==> src/rtl/riscv_pkg.sv <==
// Shared RISC-V decode definitions.
// Contents:
//   - XLEN_DEFAULT: default datapath width.
//   - OPC_*: base-ISA major opcodes.
//   - imm_type_e: immediate format classes.
//   - imm_type_of(): maps an opcode to its immediate format class.
package riscv_pkg;

  localparam int XLEN_DEFAULT = 32;

  localparam logic [6:0] OPC_LOAD   = 7'b0000011;
  localparam logic [6:0] OPC_OP_IMM = 7'b0010011;
  localparam logic [6:0] OPC_AUIPC  = 7'b0010111;
  localparam logic [6:0] OPC_STORE  = 7'b0100011;
  localparam logic [6:0] OPC_OP     = 7'b0110011;
  localparam logic [6:0] OPC_LUI    = 7'b0110111;
  localparam logic [6:0] OPC_BRANCH = 7'b1100011;
  localparam logic [6:0] OPC_JALR   = 7'b1100111;
  localparam logic [6:0] OPC_JAL    = 7'b1101111;

  typedef enum logic [2:0] {
    IMM_NONE = 3'd0,
    IMM_I    = 3'd1,
    IMM_S    = 3'd2,
    IMM_B    = 3'd3,
    IMM_U    = 3'd4,
    IMM_J    = 3'd5
  } imm_type_e;

  function automatic imm_type_e imm_type_of(input logic [6:0] opcode);
    case (opcode)
      OPC_JALR, OPC_LOAD, OPC_OP_IMM: imm_type_of = IMM_I;
      OPC_STORE:                      imm_type_of = IMM_S;
      OPC_BRANCH:                     imm_type_of = IMM_B;
      OPC_LUI, OPC_AUIPC:             imm_type_of = IMM_U;
      OPC_JAL:                        imm_type_of = IMM_J;
      default:                        imm_type_of = IMM_NONE;
    endcase
  endfunction

endpackage

==> src/rtl/id_operand_stage_imm_gen.sv <==
// Combinational immediate generator.
// Ports:
//   instr (in, 32)  : instruction word.
//   imm   (out, XLEN): sign-extended immediate; 0 for formats without one.
module imm_gen
  import riscv_pkg::*;
#(
  parameter int XLEN = XLEN_DEFAULT
) (
  input  logic [31:0]     instr,
  output logic [XLEN-1:0] imm
);

  imm_type_e   imm_type_s;
  logic [31:0] imm32_s;

  // Classify the instruction's immediate format from its opcode.
  always_comb begin
    imm_type_s = imm_type_of(instr[6:0]);
  end

  // Reassemble the scattered immediate bits into a 32-bit value.
  always_comb begin
    case (imm_type_s)
      IMM_I:   imm32_s = {{20{instr[31]}}, instr[31:20]};
      IMM_S:   imm32_s = {{20{instr[31]}}, instr[31:25], instr[11:7]};
      IMM_B:   imm32_s = {{19{instr[31]}}, instr[31], instr[7], instr[30:25], instr[11:8], 1'b0};
      IMM_U:   imm32_s = {instr[31:12], 12'b0};
      IMM_J:   imm32_s = {{11{instr[31]}}, instr[31], instr[19:12], instr[20], instr[30:21], 1'b0};
      default: imm32_s = 32'b0;
    endcase
  end

  // Signed cast so that a wider XLEN still sign-extends.
  assign imm = XLEN'($signed(imm32_s));

endmodule

==> src/rtl/id_operand_stage.sv <==
// Decode / operand-fetch stage feeding the ID/EX pipeline register.
// Ports:
//   clk, rst                  : clock, async active-high reset.
//   in_valid/in_ready         : IF/ID handshake.
//   in_instr, in_pc           : incoming instruction and its PC.
//   rf_a1/rf_a2               : register file read addresses.
//   rf_rd1/rf_rd2             : register file read data.
//   ex_*                      : EX stage load info for the load-use check.
//   mem_*/wb_*                : forwarding sources.
//   flush                     : kills ID and the ID/EX bundle.
//   out_valid/out_ready       : ID/EX handshake.
//   out_*                     : registered ID/EX bundle.
//   stall_cnt                 : saturating count of load-use bubbles.
// The register file does not hard-wire x0 and writes on the clock edge, so
// this stage forces x0 to zero and bypasses the WB write itself.
module id_operand_stage
  import riscv_pkg::*;
#(
  parameter int XLEN        = XLEN_DEFAULT,
  parameter int STALL_CNT_W = 16
) (
  input  logic                   clk,
  input  logic                   rst,
  input  logic                   in_valid,
  output logic                   in_ready,
  input  logic [31:0]            in_instr,
  input  logic [XLEN-1:0]        in_pc,
  output logic [4:0]             rf_a1,
  output logic [4:0]             rf_a2,
  input  logic [XLEN-1:0]        rf_rd1,
  input  logic [XLEN-1:0]        rf_rd2,
  input  logic                   ex_valid,
  input  logic                   ex_is_load,
  input  logic [4:0]             ex_rd,
  input  logic                   mem_we,
  input  logic [4:0]             mem_rd,
  input  logic [XLEN-1:0]        mem_result,
  input  logic                   wb_we,
  input  logic [4:0]             wb_rd,
  input  logic [XLEN-1:0]        wb_data,
  input  logic                   flush,
  output logic                   out_valid,
  input  logic                   out_ready,
  output logic [XLEN-1:0]        out_pc,
  output logic [XLEN-1:0]        out_rs1_val,
  output logic [XLEN-1:0]        out_rs2_val,
  output logic [XLEN-1:0]        out_imm,
  output logic [4:0]             out_rd,
  output logic [6:0]             out_opcode,
  output logic [2:0]             out_funct3,
  output logic                   out_funct7b5,
  output logic [STALL_CNT_W-1:0] stall_cnt
);

  logic [6:0]             opcode_s;
  logic [4:0]             rs1_s, rs2_s, rd_s;
  logic                   uses_rs1_s, uses_rs2_s, has_rd_s;
  logic [XLEN-1:0]        imm_s, rs1_val_s, rs2_val_s;
  logic                   hazard_s, ready_s, slot_free_s;

  logic                   valid_d, valid_q;
  logic [XLEN-1:0]        pc_d, pc_q, rs1_val_d, rs1_val_q, rs2_val_d, rs2_val_q, imm_d, imm_q;
  logic [4:0]             rd_d, rd_q;
  logic [6:0]             opcode_d, opcode_q;
  logic [2:0]             funct3_d, funct3_q;
  logic                   funct7b5_d, funct7b5_q;
  logic [STALL_CNT_W-1:0] stall_cnt_d, stall_cnt_q;

  assign opcode_s = in_instr[6:0];
  assign rs1_s    = in_instr[19:15];
  assign rs2_s    = in_instr[24:20];
  assign rd_s     = in_instr[11:7];
  assign rf_a1    = rs1_s;
  assign rf_a2    = rs2_s;

  imm_gen #(.XLEN(XLEN)) u_imm_gen (
    .instr (in_instr),
    .imm   (imm_s)
  );

  // Which source registers the instruction reads and whether it writes rd.
  always_comb begin
    case (opcode_s)
      OPC_OP, OPC_STORE, OPC_BRANCH: begin
        uses_rs1_s = 1'b1;
        uses_rs2_s = 1'b1;
        has_rd_s   = (opcode_s == OPC_OP);
      end
      OPC_JALR, OPC_LOAD, OPC_OP_IMM: begin
        uses_rs1_s = 1'b1;
        uses_rs2_s = 1'b0;
        has_rd_s   = 1'b1;
      end
      OPC_LUI, OPC_AUIPC, OPC_JAL: begin
        uses_rs1_s = 1'b0;
        uses_rs2_s = 1'b0;
        has_rd_s   = 1'b1;
      end
      default: begin
        uses_rs1_s = 1'b0;
        uses_rs2_s = 1'b0;
        has_rd_s   = 1'b0;
      end
    endcase
  end

  // Operand select: x0, then the younger MEM result, then WB, then the RF.
  always_comb begin
    if (rs1_s == 5'd0) begin
      rs1_val_s = {XLEN{1'b0}};
    end else if (mem_we && (mem_rd == rs1_s)) begin
      rs1_val_s = mem_result;
    end else if (wb_we && (wb_rd == rs1_s)) begin
      rs1_val_s = wb_data;
    end else begin
      rs1_val_s = rf_rd1;
    end
    if (rs2_s == 5'd0) begin
      rs2_val_s = {XLEN{1'b0}};
    end else if (mem_we && (mem_rd == rs2_s)) begin
      rs2_val_s = mem_result;
    end else if (wb_we && (wb_rd == rs2_s)) begin
      rs2_val_s = wb_data;
    end else begin
      rs2_val_s = rf_rd2;
    end
  end

  // Load-use hazard and input handshake.
  always_comb begin
    hazard_s    = in_valid && ex_valid && ex_is_load && (ex_rd != 5'd0) &&
                  ((uses_rs1_s && (ex_rd == rs1_s)) || (uses_rs2_s && (ex_rd == rs2_s)));
    slot_free_s = !valid_q || out_ready;
    ready_s     = !hazard_s && !flush && slot_free_s;
  end

  assign in_ready = ready_s;

  // Next-state of the ID/EX bundle; flush wins, then capture, then bubble.
  always_comb begin
    valid_d     = valid_q;
    pc_d        = pc_q;
    rs1_val_d   = rs1_val_q;
    rs2_val_d   = rs2_val_q;
    imm_d       = imm_q;
    rd_d        = rd_q;
    opcode_d    = opcode_q;
    funct3_d    = funct3_q;
    funct7b5_d  = funct7b5_q;
    stall_cnt_d = stall_cnt_q;
    if (flush) begin
      valid_d = 1'b0;
    end else if (in_valid && ready_s) begin
      valid_d    = 1'b1;
      pc_d       = in_pc;
      rs1_val_d  = rs1_val_s;
      rs2_val_d  = rs2_val_s;
      imm_d      = imm_s;
      rd_d       = has_rd_s ? rd_s : 5'd0;
      opcode_d   = opcode_s;
      funct3_d   = in_instr[14:12];
      funct7b5_d = in_instr[30];
    end else if (hazard_s && slot_free_s) begin
      valid_d = 1'b0;
      if (stall_cnt_q != {STALL_CNT_W{1'b1}}) begin
        stall_cnt_d = stall_cnt_q + {{(STALL_CNT_W-1){1'b0}}, 1'b1};
      end else begin
        stall_cnt_d = stall_cnt_q;
      end
    end else if (valid_q && out_ready) begin
      valid_d = 1'b0;
    end else begin
      valid_d = valid_q;
    end
  end

  // ID/EX pipeline register.
  always_ff @(posedge clk or posedge rst) begin
    if (rst) begin
      valid_q     <= 1'b0;
      pc_q        <= {XLEN{1'b0}};
      rs1_val_q   <= {XLEN{1'b0}};
      rs2_val_q   <= {XLEN{1'b0}};
      imm_q       <= {XLEN{1'b0}};
      rd_q        <= 5'd0;
      opcode_q    <= 7'd0;
      funct3_q    <= 3'd0;
      funct7b5_q  <= 1'b0;
      stall_cnt_q <= {STALL_CNT_W{1'b0}};
    end else begin
      valid_q     <= valid_d;
      pc_q        <= pc_d;
      rs1_val_q   <= rs1_val_d;
      rs2_val_q   <= rs2_val_d;
      imm_q       <= imm_d;
      rd_q        <= rd_d;
      opcode_q    <= opcode_d;
      funct3_q    <= funct3_d;
      funct7b5_q  <= funct7b5_d;
      stall_cnt_q <= stall_cnt_d;
    end
  end

  assign out_valid    = valid_q;
  assign out_pc       = pc_q;
  assign out_rs1_val  = rs1_val_q;
  assign out_rs2_val  = rs2_val_q;
  assign out_imm      = imm_q;
  assign out_rd       = rd_q;
  assign out_opcode   = opcode_q;
  assign out_funct3   = funct3_q;
  assign out_funct7b5 = funct7b5_q;
  assign stall_cnt    = stall_cnt_q;

endmodule

==> config.mk <==
export PLATFORM = sky130hd
export DESIGN_NAME = id_operand_stage
export DESIGN_NICKNAME = d
export VERILOG_FILES = /design/src/rtl/riscv_pkg.sv /design/src/rtl/id_operand_stage_imm_gen.sv /design/src/rtl/id_operand_stage.sv
export SDC_FILE = /design/constraint.sdc
export NUM_CORES = 1
export LEC_CHECK = 0
export CORE_AREA = 3 3 152 154
export CTS_CLUSTER_SIZE = 12
export DETAILED_ROUTE_END_ITERATION = 16
export DIE_AREA = 0 0 155 157
export DONT_BUFFER_PORTS = 1
export HOLD_SLACK_MARGIN = 0.08
export PLACE_DENSITY = 0.61
export SYNTH_ARGS = -nofsm -noshare
export SYNTH_HDL_FRONTEND = slang
export SYNTH_SLANG_ARGS = --single-unit
export TNS_END_PERCENT = 50
==> constraint.sdc <==
create_clock -name clk -period 14.15 [get_ports clk]
set_clock_uncertainty 0.1 [all_clocks]
set_input_delay 1.415 -clock clk [delete_from_list [all_inputs] [get_ports clk]]
set_output_delay 1.415 -clock clk [all_outputs]
set_load 0.01 [all_outputs]
==> results.cfg, run 1 <==
[sta]
rsz0062_at_grt = no
hold_violations = 0
whs_ps = 456
slew_headroom_pct = 23.1
fin_ws_ps = 9270
fin_setup_tns_ps = 0
worst_slew_pin_slew_ps = 1150
setup_violations = 0
min_period_ps = 4880
maxSlewViolCount = 0
finalCritPeriodShare_pct = 34.5
timing.fmax_mhz = 205

[final_layout]
fill_cells = 2148
drive_gt1_share_pct = 20.5
nNetsFinal = 1020
most-common-layout-cells = dfrtp_1, nand2_1, mux2_2, o21ai_0, a31oi_1
final_util_pct = 42.1
synthToLayoutAreaGrowth_pct = 7.20
final_common_cell = dfrtp_1

[placed_design]
hpwlAfterDp_um = 18900
place_congestion = 0.844
numPortBuffers = 0
dp_slack_ps = 8820

[power]
vdd_drop_max_v = 0.0000749
leakagePower_nw = 3.97
power_density_nw_per_um2 = 127
p_total_mw = 1.16

[floorplan]
fp-row-count = 54
core_area_um2 = 21800
die_y_um = 157
fp.dieArea_um2 = 24300
die_width_um = 155
pin_count = 388
initial_core_util_pct = 39.3

[critical_path]
criticalPathCategory = in2reg
rr_worst_depth = 4
crit_required_ps = 14350
worstPathMaxFanout = 79
critPathArrivalTime_ps = 5080
cp-start-kind = primary input
cp-end-kind = register

[synth]
ys.flop_type = dfrtp_1
postSynth.asyncResetShare_pct = 100
yosysUniqueCellTypes = 42
yosysSeqAreaShare_pct = 47.0
netlist_area_um2 = 8570
synth-edff-count = 0
synth_warnings = 0
synth-seq-cells = 161
syn_inst = 848
synth_area_per_cell_um2 = 10.1
syn_nets = 1065

[detailed_routing]
drtPass1Iterations = 5
drc_errors = 0
routed_wl_um = 26400
vias = 6309
final_antenna_net_count = 0
initialDrtViolationCount = 439
wl_per_cell_um = 24.0
vias_per_cell = 5.75

[global_route]
grt_antenna_before_repair = 1
first_global_vias = 6289
grt_use_total_pct = 20.7
grt_first_pass_wirelength_um = 38800
gr-usage-met2_pct = 34.7
grt_use_met3_pct = 7.40
overflow = 0
grt_use_met1_pct = 25.2
grt-busiest-layer = met2
grt_max_degree = 99

[cts]
cts_setup_buffers = 0
ctsHoldBuffers = 0
clock_path_buffers = 2
cts_tree = built
insertion_delay_ps = 420
cts-htree-levels = 4
cts_root_buffer = clkbuf_16
path_clk_slew_ps = 70
cts_resized = 0
cts_sinks = 161
cts_made_buffers = 17

[worst_hold_path]
hold_class = reg2reg
min_path_cells = 1

[outcome]
status = finished clean

[run]
drv_cap = 0
==> power by group <==
group / leakage [nW] / switching (mW) / total (mW) / internal, mW
Clock: 0.243 / 0.204 / 0.431 / 0.227
Combinational: 1.72 / 0.0557 / 0.129 / 0.0737
Sequential: 2.00 / 0.0804 / 0.604 / 0.523
==> per-layer routing <==
metal	vias to the layer above	part of all wire [%]
met5	-	0
met1	3118	39
met3	28	9.1
li1	2857	-
met4	0	2.2
met2	306	49
==> final timing paths <==
check / from / end / slack, ps
max: ex_rd[1] / out_rs1_val[1] / 9270
min: stall_cnt[8] / stall_cnt[8] / 460
max reg2reg: out_valid / out_rs1_val[1] / 10300
min reg2reg: stall_cnt[8] / stall_cnt[8] / 460
max in group asynchronous: rst / out_pc[14] / 11570
min in group asynchronous: rst / out_rs2_val[10] / 890
==> flip-flops by register name (all words and copies together) (netlist names) <==
register and flops:
out_valid 1, stall_cnt 16, out_rs2_val 32, out_rd 5
out_rs1_val 32, out_pc 32, out_funct7b5 1, out_imm 32
out_opcode 7, out_funct3 3
==> through the flow <==
step	cell area [um2]	std cells
floorplan	8570	848
finish	9180	1098
global route	9180	1098
global placement	8640	1064
CTS	9180	1096
detailed placement	8640	1064
==> worst max-delay path: stages <==
cell and delay [ps]:
or4_1 520, o2111ai_1 210, a21o_1 440, and3_4 970, buf_4 960, mux2_2 420
==> cell families after synthesis <==
family | synth area share (%)
AOI/OAI and AO/OA | 11.6
muxes | 19.7
buffers and inverters | 5.68
adders and majority gates | 0.146
xor gates and xnor gates | 4.60
DFF | 47.0
and+or+nand+nor | 11.2
==> final cells by class <==
type | count | area, um2 | share of cell area (%)
diodes | 2 | 5.00 | 0.0545
clock buffers | 19 | 433 | 4.71
clock inverters | 13 | 103 | 1.12
inverters | 32 | 125 | 1.36
multi-input cells | 582 | 4070 | 44.3
flip-flops and latches | 161 | 4030 | 43.9
well taps | 280 | 350 | 3.81
repair buffers | 9 | 67.6 | 0.736
==> cell usage after synthesis (7+ instances only) <==
| cell | count | area share [%] |
|---|---|---|
| a21o_1 | 7 | 0.61 |
| a21oi_1 | 17 | 0.99 |
| a31oi_1 | 64 | 4.7 |
| buf_2 | 11 | 0.64 |
| buf_4 | 11 | 0.96 |
| clkbuf_1 | 45 | 2.0 |
| dfrtp_1 | 161 | 47 |
| inv_1 | 32 | 1.4 |
| mux2_2 | 96 | 13 |
| mux2_4 | 24 | 4.2 |
| mux2i_1 | 25 | 2.9 |
| nand2_1 | 155 | 6.8 |
| nand3_1 | 12 | 0.70 |
| nor2_1 | 10 | 0.44 |
| nor3_1 | 13 | 0.76 |
| nor4_1 | 10 | 0.73 |
| o21ai_0 | 67 | 3.9 |
| xnor2_1 | 8 | 0.82 |
| xor2_1 | 37 | 3.8 |
(Power assumes the default switching activity.)
==> run 2, diff against run 1 <==
==> constraint.sdc (replaced) <==
create_clock -name clk -period 4.9 [get_ports clk]
set_clock_uncertainty 0.1 [all_clocks]
set_input_delay 0.49 -clock clk [delete_from_list [all_inputs] [get_ports clk]]
set_output_delay 0.49 -clock clk [all_outputs]
set_load 0.01 [all_outputs]
==> run 2 against run 1 <==
  * Global-route usage up 0.39 points
  * Count of clock-buffer cells in the layout unchanged
  * Register-to-register slack worse by 8100 ps
  * Routed wire length up 1.4%
  * Critical path type is now reg2reg
  * Die area unchanged
  * First-iteration DRC count up 1.4%
  * Final cell count about the same
==> results.cfg, run 2 (synthesized netlist as in run 1, its figures left out) <==
[power]
vdd_drop_max_v = 0.000142
leakagePower_nw = 4.02
power_density_nw_per_um2 = 376

[sta]
fin_setup_tns_ps = 0
hold_violations = 0
fin_ws_ps = 2180
worst_slew_pin_slew_ps = 1180
maxSlewViolCount = 0
slew_headroom_pct = 21.3
setup_violations = 0
timing.fmax_mhz = 368
rsz0062_at_grt = no
finalCritPeriodShare_pct = 55.4
min_period_ps = 2720

[placed_design]
place_congestion = 0.841
hpwlAfterDp_um = 19400
dp_slack_ps = 1800
placed_area_um2 = 8680
numPortBuffers = 0
dp.cells = 1066

[critical_path]
criticalPathCategory = reg2reg
worstPathMaxFanout = 9
crit_required_ps = 5110
critPathArrivalTime_ps = 2930
cp-end-kind = register
cp-start-kind = register

[floorplan]
fp.dieArea_um2 = 24300
fp-row-count = 54
pin_count = 388
core_area_um2 = 21800
die_y_um = 157
die_width_um = 155
initial_core_util_pct = 39.3

[cts]
clock_path_buffers = 2
cts_root_buffer = clkbuf_16
cts_sinks = 161
cts_made_buffers = 17
cts-htree-levels = 4
cts_setup_buffers = 0
insertion_delay_ps = 420
path_clk_slew_ps = 70
cts_tree = built

[global_route]
grt_max_degree = 79
overflow = 0
grt_antenna_before_repair = 0
first_global_vias = 6457
grt_use_total_pct = 21.1
grt_first_pass_wirelength_um = 39300

[detailed_routing]
final_antenna_net_count = 0
wl_per_cell_um = 24.4
vias_per_cell = 5.78
drtPass1Iterations = 4
vias = 6349
routed_wl_um = 26800
initialDrtViolationCount = 445
drc_errors = 0

[final_layout]
final_area_um2 = 9290
finalNonFillerCells = 1099
drive_gt1_share_pct = 20.8
multi_input_area_um2 = 4070
final_common_cell = dfrtp_1
n_antenna_cell = 0
most-common-layout-cells = dfrtp_1, nand2_1, mux2_2, o21ai_0, a31oi_1
fill_cells = 2133
nNetsFinal = 1023
final_util_pct = 42.5
synthToLayoutAreaGrowth_pct = 8.38
regArea_um2 = 4030

[worst_hold_path]
hold_class = in2reg

[outcome]
status = finished clean

[run]
drv_cap = 0
[run 2: cell types whose count changed in the layout (fill, tap and decap cells not counted), sizes merged]
cell,previous run,this run
clkinvlp,6,5
buf,9,11
diode,2,0
inv,36,35
dlygate4sd3,0,1
bufinv,0,2
[run 2: critical path, cell delays in order, from the launching register on]
cell and delay [ps]:
dfrtp_1 500, ha_1 210, and3_1 210, and3_1 270, nand2_1 110, nor3_1 720
nor3b_1 170, mux2_2 310
[run 2: final cells by class]
type / instances / share of cell area [%]
Inverter: 32 / 1.33
Clock inverter: 13 / 1.62
Timing Repair Buffer: 12 / 1.27
Clock buffer: 19 / 4.77
Sequential cell: 161 / 43.4
Multi-Input combinational cell: 582 / 43.8
Tap cell: 280 / 3.77
[run 2: power breakdown]
group | internal [mW] | leakage (nW) | total, mW | switching [mW]
Clock | 0.774 | 0.279 | 1.36 | 0.584
Combinational | 0.215 | 1.74 | 0.378 | 0.163
Sequential | 1.51 | 2.00 | 1.75 | 0.240
[run 2: per-layer routing]
metal  track usage [%]  up-vias  share of wire (%)
met5                 0        -                  0
met4              8.24        0                2.4
met3              8.99       38                 11
met2              34.4      317                 49
met1              24.8     3133                 38
li1                  -     2861                  -
[run 2: worst paths after layout]
check / from / endpoint / slack (ps) / cells past startpoint
max in group asynchronous: rst / out_rs2_val[9] / 2860 / 3
hold reg to reg: stall_cnt[8] / stall_cnt[8] / 450 / 1
hold / removal: in_instr[7] / out_rd[0] / 110 / 2
setup / recovery: stall_cnt[0] / stall_cnt[1] / 2180 / 7
min in group asynchronous: rst / out_pc[5] / 510 / 2
setup reg to reg: stall_cnt[0] / stall_cnt[1] / 2180 / 7
[run 2: metrics by stage]
| stage | hold slack (ps) | total power [mW] |
|---|---|---|
| after detailed placement | 341 | 2.16 |
| after global placement | 337 | 2.15 |
| after floorplan | 416 | 2.06 |
| after CTS | 80.3 | 3.53 |
| final | 107 | 3.49 |
| after global routing | 85.5 | 3.65 |
[run 2: what timing repair did]
action                    CTS  global route
hold buffers                1             0
hold endpoints to repair   25             0
gates resized for setup     0             0
==> run 3, diff against run 2 <==
--- a/config.mk
+++ b/config.mk
@@ -11,7 +11,7 @@
 export DIE_AREA = 0 0 155 157
 export DONT_BUFFER_PORTS = 1
 export HOLD_SLACK_MARGIN = 0.08
-export PLACE_DENSITY = 0.61
+export PLACE_DENSITY = 0.63
 export SYNTH_ARGS = -nofsm -noshare
 export SYNTH_HDL_FRONTEND = slang
 export SYNTH_SLANG_ARGS = --single-unit
==> constraint.sdc (replaced) <==
create_clock -name clk -period 2.4 [get_ports clk]
set_clock_uncertainty 0.1 [all_clocks]
set_input_delay 0.24 -clock clk [delete_from_list [all_inputs] [get_ports clk]]
set_output_delay 0.24 -clock clk [all_outputs]
set_load 0.01 [all_outputs]
==> run 3 against run 2 <==
  * Final cell count grew 14%
  * Final area is 16% higher
  * Power rose by 110%
  * Non-clock buffer count increased by 153
  * First-iteration DRC count increased by 16%
  * Highest routed layer unchanged
  * Worst hold slack got worse by 12 ps
  * Critical endpoint is now out_rs1_val[20]
  * Utilization increased by 6.9 points
  * Clock power increased by 90%
  * Combinational power increased to 2.7 times the previous value
  * Setup slack lost 2000 ps
  * Routed wire length is 10% higher
  * Via count grew 11%
==> results.cfg, run 3 (synthesized netlist as in run 1, its figures left out) <==
[critical_path]
rr_endpoint = stall_cnt[11]
timing.rr.start = stall_cnt[0]
path_cells = xor2_1, nor4_1, nand3_2, buf_4, o21ai_0, a31oi_1, dlygate4sd3_1, mux2_2
max_stage_delay_ps = 590
rr_worst_depth = 7
cp-start-kind = primary input
cp.depth = 8
worstPathMaxFanout = 46
crit_required_ps = 2600
cp_slowest_cell = dlygate4sd3_1
criticalPathCategory = in2reg
cp-endpoint = out_rs1_val[20]
critPathArrivalTime_ps = 2450
critPathLaunch = in_instr[17]
timing.reg2reg.setup_slack_ps = 270
cp.buffers_inverters = 2
cpLargestDelayFamily = buffers and inverters
cp-end-kind = register

[final_layout]
most-common-layout-cells = dfrtp_1, nand2_1, dlygate4sd3_1, mux2_2, o21ai_0
drive_gt1_share_pct = 19.2
final_area_um2 = 10800
final_common_cell = dfrtp_1
n_antenna_cell = 0
fill_cells = 1984
regArea_um2 = 4030
multi_input_area_um2 = 4070
nNetsFinal = 1176
synthToLayoutAreaGrowth_pct = 26.1

[global_route]
grt_antenna_before_repair = 0
grt_use_total_pct = 23.0
overflow = 0
grt_max_degree = 70
first_global_vias = 7301
grt_first_pass_wirelength_um = 42900

[sta]
rsz0062_at_grt = no
hold_violations = 0
fin_setup_tns_ps = 0
maxSlewViolCount = 0
timing.fmax_mhz = 444
setup_violations = 0
finalCritPeriodShare_pct = 93.9
worst_slew_pin_slew_ps = 704
fin_ws_ps = 146
slew_headroom_pct = 52.9
min_period_ps = 2250

[detailed_routing]
met2_wirelength_um = 14900
drtPass1Iterations = 5
vias = 7049
dr_wl_met3_um = 2910
routed.top_layer = met4
wl_met1_um = 11100
final_antenna_net_count = 0
wl_per_cell_um = 23.6
initialDrtViolationCount = 516
vias_per_cell = 5.63
drc_errors = 0
routed_wl_um = 29500

[floorplan]
die_width_um = 155
pin_count = 388
initial_core_util_pct = 39.3
die_y_um = 157
fp.dieArea_um2 = 24300
core_area_um2 = 21800
fp-row-count = 54

[placed_design]
numPortBuffers = 0
placed_area_um2 = 8860
dp_slack_ps = 105
hpwlAfterDp_um = 19800
place_congestion = 0.825

[cts]
path_clk_slew_ps = 70
clock_path_buffers = 2
insertion_delay_ps = 410
cts_root_buffer = clkbuf_16
cts_sinks = 161
cts-htree-levels = 4
cts_setup_buffers = 0
cts_tree = built
cts_made_buffers = 17

[power]
power_density_nw_per_um2 = 666
vdd_drop_max_v = 0.000387
leakagePower_nw = 4.67

[outcome]
status = finished clean

[worst_hold_path]
hold_class = in2reg
min_from = rf_rd2[20]

[run]
drv_cap = 0
run 3: changes by cell type in the layout (fill, tap and decap cells not counted), moves of 2 or more:
cell           before  now
dlygate4sd3_1       1  138
buf_4               9   20
bufinv_16           2    0
buf_12              2    7
clkinv_4            2    4
run 3: cell type report:
class | count | share of cell area [%]
Clock buffer | 19 | 4.19
Clock inverter | 12 | 0.927
Timing Repair Buffer | 165 | 15.5
Multi-Input combinational cell | 582 | 37.7
Inverter | 32 | 1.15
Tap cell | 280 | 3.24
Sequential cell | 161 | 37.3
run 3: report_power, final:
| group | switching (mW) | internal (mW) |
|---|---|---|
| registers | 0.510 | 3.09 |
| clock network | 1.19 | 1.39 |
| logic | 0.400 | 0.618 |
run 3: worst min-delay path by stage:
stage | endpoint | slack (ps) | cells after the start
final | out_rs2_val[20] | 100 | 3
after global routing | out_rs2_val[31] | 90 | 3
after CTS | out_rs2_val[24] | 80 | 3
after detailed placement | out_pc[8] | 50 | 1
after global placement | out_pc[8] | 50 | 1
after floorplan | out_imm[10] | 280 | 2
run 3: routing by layer:
metal	track usage, %	vias to the layer above
li1	-	3155
met1	26.7	3460
met2	39.5	378
met3	8.17	56
met4	7.78	0
met5	0	-
run 3: worst reg2reg max path, stage by stage, from the launching register on:
cell	delay (ps)
dfrtp_1	380
ha_1	210
and3_1	200
and3_1	250
nand2_1	110
o2111ai_1	250
nor4_1	340
xor2_1	200
run 3: what timing repair did:
item                                   4_1_cts  5_1_grt
endpoints found under the hold margin      281        0
resized for setup                            0        0
hold buffers                               138        0
run 3: through the flow:
stage                     total power, mW  instances  utilization (%)  hold WS (ps)
after detailed placement             4.44       1082             40.6          50.3
after CTS                            7.27       1251             49.5          80.3
after global placement               4.41       1082             40.6          52.9
after floorplan                      4.20        848                -           277
after global routing                 7.51       1251             49.5          85.1
final                                7.20       1251             49.5          95.8
